### src/rtl/icache_refill.sv
// icache_refill: miss handler between the 4-way ICache and main memory.
// Captures the line address of a miss and reads the line from memory over a
// req/ack handshake. It retries on timeout, writes the line back into the
// cache and stalls the core until the demand line has been written.
// All outputs are driven straight from flops.
// Optional feature: define ICACHE_PREFETCH_EN for next-line prefetch after
// each demand refill.
module icache_refill #(
    parameter int unsigned ADDR_W      = 20,
    parameter int unsigned DATA_W      = 32,
    parameter int unsigned TIMEOUT_CYC = 64,
    parameter int unsigned MAX_RETRY   = 3
) (
    input  logic              i_clk,
    input  logic              i_rst,
    input  logic              i_cache_miss,
    input  logic [ADDR_W-1:0] i_miss_addr,
    output logic              o_stall,
    output logic              o_refill_done,
    output logic              o_err,
    output logic              o_fetch,
    output logic [ADDR_W-1:0] o_write_addr,
    output logic [DATA_W-1:0] o_write_data,
    output logic              o_mem_req,
    output logic [ADDR_W-1:0] o_mem_addr,
    input  logic              i_mem_ack,
    input  logic [DATA_W-1:0] i_mem_rdata
);

    localparam int unsigned WAIT_W  = (TIMEOUT_CYC > 1) ? $clog2(TIMEOUT_CYC) : 1;
    localparam int unsigned RETRY_W = (MAX_RETRY > 0) ? $clog2(MAX_RETRY + 1) : 1;
    localparam logic [WAIT_W-1:0]  WAIT_LAST = WAIT_W'(TIMEOUT_CYC - 1);
    localparam logic [RETRY_W-1:0] RETRY_MAX = RETRY_W'(MAX_RETRY);

    typedef enum logic [2:0] {
        StIdle,
        StReq,
        StRetry,
        StWrite,
        StDone,
        StErr
`ifdef ICACHE_PREFETCH_EN
        ,
        StPfReq,
        StPfWrite
`endif
    } state_e;

    // FSM and datapath state
    state_e              r_state, w_state;
    logic [ADDR_W-1:0]   r_addr, w_addr;
    logic [DATA_W-1:0]   r_data, w_data;
    logic [WAIT_W-1:0]   r_wait, w_wait;
    logic [RETRY_W-1:0]  r_retry, w_retry;
`ifdef ICACHE_PREFETCH_EN
    logic                r_pf, w_pf;
    logic [ADDR_W-1:0]   r_pf_addr, w_pf_addr;
    logic                r_pend, w_pend;
`endif

    // Registered outputs and their next values
    logic                r_stall, w_stall;
    logic                r_refill_done, w_refill_done;
    logic                r_err, w_err;
    logic                r_fetch, w_fetch;
    logic [ADDR_W-1:0]   r_write_addr, w_write_addr;
    logic [DATA_W-1:0]   r_write_data, w_write_data;
    logic                r_mem_req, w_mem_req;
    logic [ADDR_W-1:0]   r_mem_addr, w_mem_addr;

    // Line address: the two byte-offset bits are forced to zero
    logic [ADDR_W-1:0]   w_miss_line;
    logic                w_unused;
    assign w_miss_line = {i_miss_addr[ADDR_W-1:2], 2'b00};
    assign w_unused    = ^i_miss_addr[1:0];

    // Next-state logic: handshake, timeout/retry and prefetch sequencing
    always_comb begin
        w_state = r_state;
        w_addr  = r_addr;
        w_data  = r_data;
        w_wait  = r_wait;
        w_retry = r_retry;
`ifdef ICACHE_PREFETCH_EN
        w_pf      = r_pf;
        w_pf_addr = r_pf_addr;
        w_pend    = r_pend;
        // A demand miss during prefetch is parked in r_addr; the demand line
        // is already written so r_addr is free until the prefetch finishes.
        if ((r_state == StPfReq || r_state == StPfWrite || (r_state == StRetry && r_pf))
            && i_cache_miss && !r_pend) begin
            w_pend = 1'b1;
            w_addr = w_miss_line;
        end
`endif
        case (r_state)
            StIdle: begin
                if (i_cache_miss) begin
                    w_addr  = w_miss_line;
                    w_wait  = '0;
                    w_retry = '0;
                    w_state = StReq;
                end
            end
            StReq: begin
                // Ack wins over a timeout landing in the same cycle
                if (i_mem_ack) begin
                    w_data  = i_mem_rdata;
                    w_state = StWrite;
                end else if (r_wait == WAIT_LAST) begin
                    w_wait = '0;
                    if (r_retry == RETRY_MAX) begin
                        w_state = StErr;
                    end else begin
                        w_retry = r_retry + 1'b1;
                        w_state = StRetry;
                    end
                end else begin
                    w_wait = r_wait + 1'b1;
                end
            end
            StRetry: begin
`ifdef ICACHE_PREFETCH_EN
                w_state = r_pf ? StPfReq : StReq;
`else
                w_state = StReq;
`endif
            end
            StWrite: begin
                w_state = StDone;
            end
            StDone: begin
`ifdef ICACHE_PREFETCH_EN
                w_pf_addr = r_addr + ADDR_W'(4);
                w_pf      = 1'b1;
                w_wait    = '0;
                w_retry   = '0;
                w_state   = StPfReq;
`else
                w_state = StIdle;
`endif
            end
            StErr: begin
                w_state = StErr;
            end
`ifdef ICACHE_PREFETCH_EN
            StPfReq: begin
                if (i_mem_ack) begin
                    w_data  = i_mem_rdata;
                    w_state = StPfWrite;
                end else if (r_wait == WAIT_LAST) begin
                    w_wait = '0;
                    if (r_retry == RETRY_MAX) begin
                        // Abandon the prefetch without flagging an error
                        w_pf    = 1'b0;
                        w_retry = '0;
                        if (w_pend) begin
                            w_pend  = 1'b0;
                            w_state = StReq;
                        end else begin
                            w_state = StIdle;
                        end
                    end else begin
                        w_retry = r_retry + 1'b1;
                        w_state = StRetry;
                    end
                end else begin
                    w_wait = r_wait + 1'b1;
                end
            end
            StPfWrite: begin
                w_pf    = 1'b0;
                w_wait  = '0;
                w_retry = '0;
                if (w_pend) begin
                    w_pend  = 1'b0;
                    w_state = StReq;
                end else begin
                    w_state = StIdle;
                end
            end
`endif
            default: begin
                w_state = StIdle;
            end
        endcase
    end

    // Output decode from the next state so every output leaves a flop
    always_comb begin
        w_mem_req     = 1'b0;
        w_mem_addr    = r_mem_addr;
        w_fetch       = 1'b0;
        w_write_addr  = r_write_addr;
        w_write_data  = r_write_data;
        w_refill_done = (w_state == StDone);
        w_err         = (w_state == StErr);
        w_stall       = (w_state inside {StReq, StWrite, StErr});
`ifdef ICACHE_PREFETCH_EN
        w_stall = w_stall || (w_state == StRetry && !w_pf) || w_pend;
`else
        w_stall = w_stall || (w_state == StRetry);
`endif
        case (w_state)
            StReq: begin
                w_mem_req  = 1'b1;
                w_mem_addr = w_addr;
            end
            StWrite: begin
                w_fetch      = 1'b1;
                w_write_addr = w_addr;
                w_write_data = w_data;
            end
`ifdef ICACHE_PREFETCH_EN
            StPfReq: begin
                w_mem_req  = 1'b1;
                w_mem_addr = w_pf_addr;
            end
            StPfWrite: begin
                w_fetch      = 1'b1;
                w_write_addr = w_pf_addr;
                w_write_data = w_data;
            end
`endif
            default: begin
                w_mem_req = 1'b0;
            end
        endcase
    end

    // FSM and datapath registers
    always_ff @(posedge i_clk or posedge i_rst) begin
        if (i_rst) begin
            r_state <= StIdle;
            r_addr  <= '0;
            r_data  <= '0;
            r_wait  <= '0;
            r_retry <= '0;
        end else begin
            r_state <= w_state;
            r_addr  <= w_addr;
            r_data  <= w_data;
            r_wait  <= w_wait;
            r_retry <= w_retry;
        end
    end

`ifdef ICACHE_PREFETCH_EN
    // Prefetch address and pending-miss registers
    always_ff @(posedge i_clk or posedge i_rst) begin
        if (i_rst) begin
            r_pf      <= 1'b0;
            r_pf_addr <= '0;
            r_pend    <= 1'b0;
        end else begin
            r_pf      <= w_pf;
            r_pf_addr <= w_pf_addr;
            r_pend    <= w_pend;
        end
    end
`endif

    // Output registers
    always_ff @(posedge i_clk or posedge i_rst) begin
        if (i_rst) begin
            r_stall       <= 1'b0;
            r_refill_done <= 1'b0;
            r_err         <= 1'b0;
            r_fetch       <= 1'b0;
            r_write_addr  <= '0;
            r_write_data  <= '0;
            r_mem_req     <= 1'b0;
            r_mem_addr    <= '0;
        end else begin
            r_stall       <= w_stall;
            r_refill_done <= w_refill_done;
            r_err         <= w_err;
            r_fetch       <= w_fetch;
            r_write_addr  <= w_write_addr;
            r_write_data  <= w_write_data;
            r_mem_req     <= w_mem_req;
            r_mem_addr    <= w_mem_addr;
        end
    end

    assign o_stall       = r_stall;
    assign o_refill_done = r_refill_done;
    assign o_err         = r_err;
    assign o_fetch       = r_fetch;
    assign o_write_addr  = r_write_addr;
    assign o_write_data  = r_write_data;
    assign o_mem_req     = r_mem_req;
    assign o_mem_addr    = r_mem_addr;

endmodule

### config.mk
export PLATFORM = sky130hd
export DESIGN_NAME = icache_refill
export DESIGN_NICKNAME = d
export VERILOG_FILES = /design/src/rtl/icache_refill.sv
export SDC_FILE = /design/constraint.sdc
export NUM_CORES = 1
export LEC_CHECK = 0
export CAP_MARGIN = 20
export CORE_UTILIZATION = 29
export CTS_CLUSTER_DIAMETER = 150
export DETAILED_ROUTE_END_ITERATION = 6
export GPL_TIMING_DRIVEN = 0
export MAX_ROUTING_LAYER = met4
export SLEW_MARGIN = 10
export SYNTH_ARGS = -nofsm -noshare
export SYNTH_HDL_FRONTEND = slang
export SYNTH_SLANG_ARGS = --single-unit
### constraint.sdc
create_clock -name i_clk -period 4.4 [get_ports i_clk]
set_clock_uncertainty 0.15 [all_clocks]
set_input_delay 0.88 -clock i_clk [delete_from_list [all_inputs] [get_ports i_clk]]
set_output_delay 0.88 -clock i_clk [all_outputs]
set_load 0.1 [all_outputs]
==> flow_summary.ini <==
[status]
status = finished, final reports clean

[final_layout]
n_antenna_cell = 0
fin_nets = 543
multi_input_area_um2 = 1450
area_delta_synth_final_pct = 43.6
mostFrequentLayoutCell = clkdlybuf4s50_1
fillers = 1310
layout_common_cells = clkdlybuf4s50_1 (130), nand2_1 (108), dfrtp_1 (108), mux2_2 (36), mux2_4 (18)
final_util_pct = 43.4
drive_above_1_share_pct = 17.6
final_cells = 670
register_area_um2 = 2700

[clock_tree]
insertion_delay_ns = 0.35
cts_tree = built
path_clk_slew_ns = 0.07
cts-resized-gates = 0
cts_buffer_depth = 2
cts_setup_buffers = 0
cts-root-buf = clkbuf_16
cts_made_buffers = 9
cts-hold-fix-buffers = 0
cts_sinks = 108
h-tree-depth = 3

[critical_path]
path_buf_inv = 1
critPathCaptureType = primary output
r2r_slack_ns = 2.29
cp_cell_sequence = clkdlybuf4s50_1
r2r_end = o_mem_addr[6]$_DFFE_PP0N_
startpoint_type = flip-flop
critical-path-max-stage-delay_ns = 1.17
path_depth = 1
crit_family = buffers and inverters
crit_path_end = o_mem_addr[7]
crit_fanout = 2
critical_path_required_ns = 3.37
arrival_ns = 1.86
rr_startpoint = r_wait[0]$_DFFE_PP0P_
reg2reg_depth = 6
crit_slowest_cell = clkdlybuf4s50_1
path_class = reg2out
cp-startpoint = o_mem_addr[7]$_DFFE_PP0N_

[yosys]
synth_top_flop_cell = dfrtp_1
synth-edff-count = 0
synth_fp_nets = 401
yosysTopAreaCell = dfrtp_1
yosys.area.top_type_share_pct = 63.3
synth_seq_cells = 108
async_flop_share_pct = 100
ys_warn_count = 0
syn_inst = 343
synthTopCellsByArea = dfrtp_1 (63%), mux2_2 (9.5%), nand2_1 (9.5%)
netlist_area_um2 = 4270
yosys.cell_types.count = 35
syn_avg_cell_area_um2 = 12.5
synth.yosys.seq_area_share_pct = 63.3

[floorplan]
die_h_um = 123
fp.dieArea_um2 = 15200
initial_core_util_pct = 30.2
die_x_um = 123
io_pins = 133
num_rows = 43
coreArea_um2 = 14100

[timing]
drv_slew = 0
worst_pin_slew_ns = 1.03
fin_crit_ns = 2.89
finalSetupViolCount = 0
finalHoldViolCount = 0
fin_crit_sh_pct = 65.8
fmax_mhz = 346
max_slew_margin_pct = 31.2
worst_slack_ns = 1.51
rsz0062_at_grt = false
holdWs_ns = 0.327

[detailed_routing]
firstDrtPassIters = 4
vias = 2932
via_per_inst = 4.38
final_antenna_net_count = 0
routedWlPerCell_um = 14.7
drt_iter0_markers = 103
routed_wl_um = 9840
drc = 0

[placement]
gp_congestion = 0.815
dpl.cell_count = 654
hpwl_um = 6920
dpl_worst_slack_ns = 1.44
portBuffers = 130

[hold_path]
hp-class = reg2reg
whs_path_depth = 2

[grt]
grt_pass1_vias = 3034
grt_use_total_pct = 14.1
grt_pass1_wl_um = 15600
overflow = 0
antenna_found_initial = 0
grt_max_degree = 58

[flow_run]
maxCapViolations = 0
==> sequential cells by signal, summed over array words and instances (netlist names) <==
register       cells
r_retry            2
o_write_addr      20
o_write_data      32
r_wait             6
r_addr            20
o_refill_done      1
o_mem_addr        20
o_fetch            1
r_state            3
o_err              1
o_mem_req          1
o_stall            1
==> stage by stage <==
stage	setup TNS, ns	instance area, µm²
floorplan	0	4270
global placement	-109.98	5800
detailed placement	0	5830
CTS	0	6130
global route	0	6130
finish	0	6130
==> worst register-to-register path, delay by kind of cell, from the launching register on <==
kind,cells,cell delay [ns]
buffers and inverters,1,0.23
muxes,1,0.36
adders and majority gates,1,0.22
and+or+nand+nor,1,0.14
DFF,1,0.41
AOI/OAI and AO/OA,2,0.48
==> metal layers <==
layer	GRT usage, %	vias up	share of wire (%)
met5	-	-	0
met2	21.4	94	48
li1	-	1405	-
met1	17.4	1419	44
met4	4.07	0	1.5
met3	5.63	14	6.5
==> cell type report <==
type	count	area share [%]
plain buffers	16	1.55
well taps	180	3.67
repair buffers	131	21.7
flip-flops and latches	108	44.1
inverters	7	0.510
multi-input cells	212	23.6
clock buffers	12	4.18
clock inverters	4	0.775
==> synth_stat cells (2+ instances only) <==
library cell    n
dfrtp_1       108
and2_1          3
buf_2           4
nand2_1       108
nor2b_1         2
ha_1            2
mux2_4         18
o21ai_0         5
xor2_1          2
clkbuf_1        5
nand3_1         4
nor2_1          6
o211ai_1        3
inv_1           6
mux2i_1         2
mux2_1          4
mux2_2         36
buf_6           2
o21a_1          4
buf_4           4
==> kinds of logic after synthesis <==
group	Yosys count	share of synthesized area (%)
AOI/OAI and AO/OA	17	2.87
and+or+nand+nor	131	12.7
muxes	60	17.3
xor gates and xnor gates	2	0.410
buffers and inverters	23	2.84
DFF	108	63.3
adders and majority gates	2	0.586
==> worst min path at each step <==
stage	endpoint	startpoint	slack, ns
floorplan	r_addr[0]$_DFF_PP0_	r_addr[0]$_DFF_PP0_	0.31
CTS	o_write_data[14]$_DFFE_PP0N_	o_write_data[14]$_DFFE_PP0N_	0.33
finish	o_write_data[12]$_DFFE_PP0N_	o_write_data[12]$_DFFE_PP0N_	0.33
global route	o_write_data[14]$_DFFE_PP0N_	o_write_data[14]$_DFFE_PP0N_	0.35
detailed placement	o_write_data[30]$_DFFE_PP0N_	o_write_data[30]$_DFFE_PP0N_	0.31
global placement	o_write_data[26]$_DFFE_PP0N_	o_write_data[26]$_DFFE_PP0N_	0.31
Power is not shown: default switching activity piles up to over one toggle a cycle in this logic, so the estimate is an artifact.
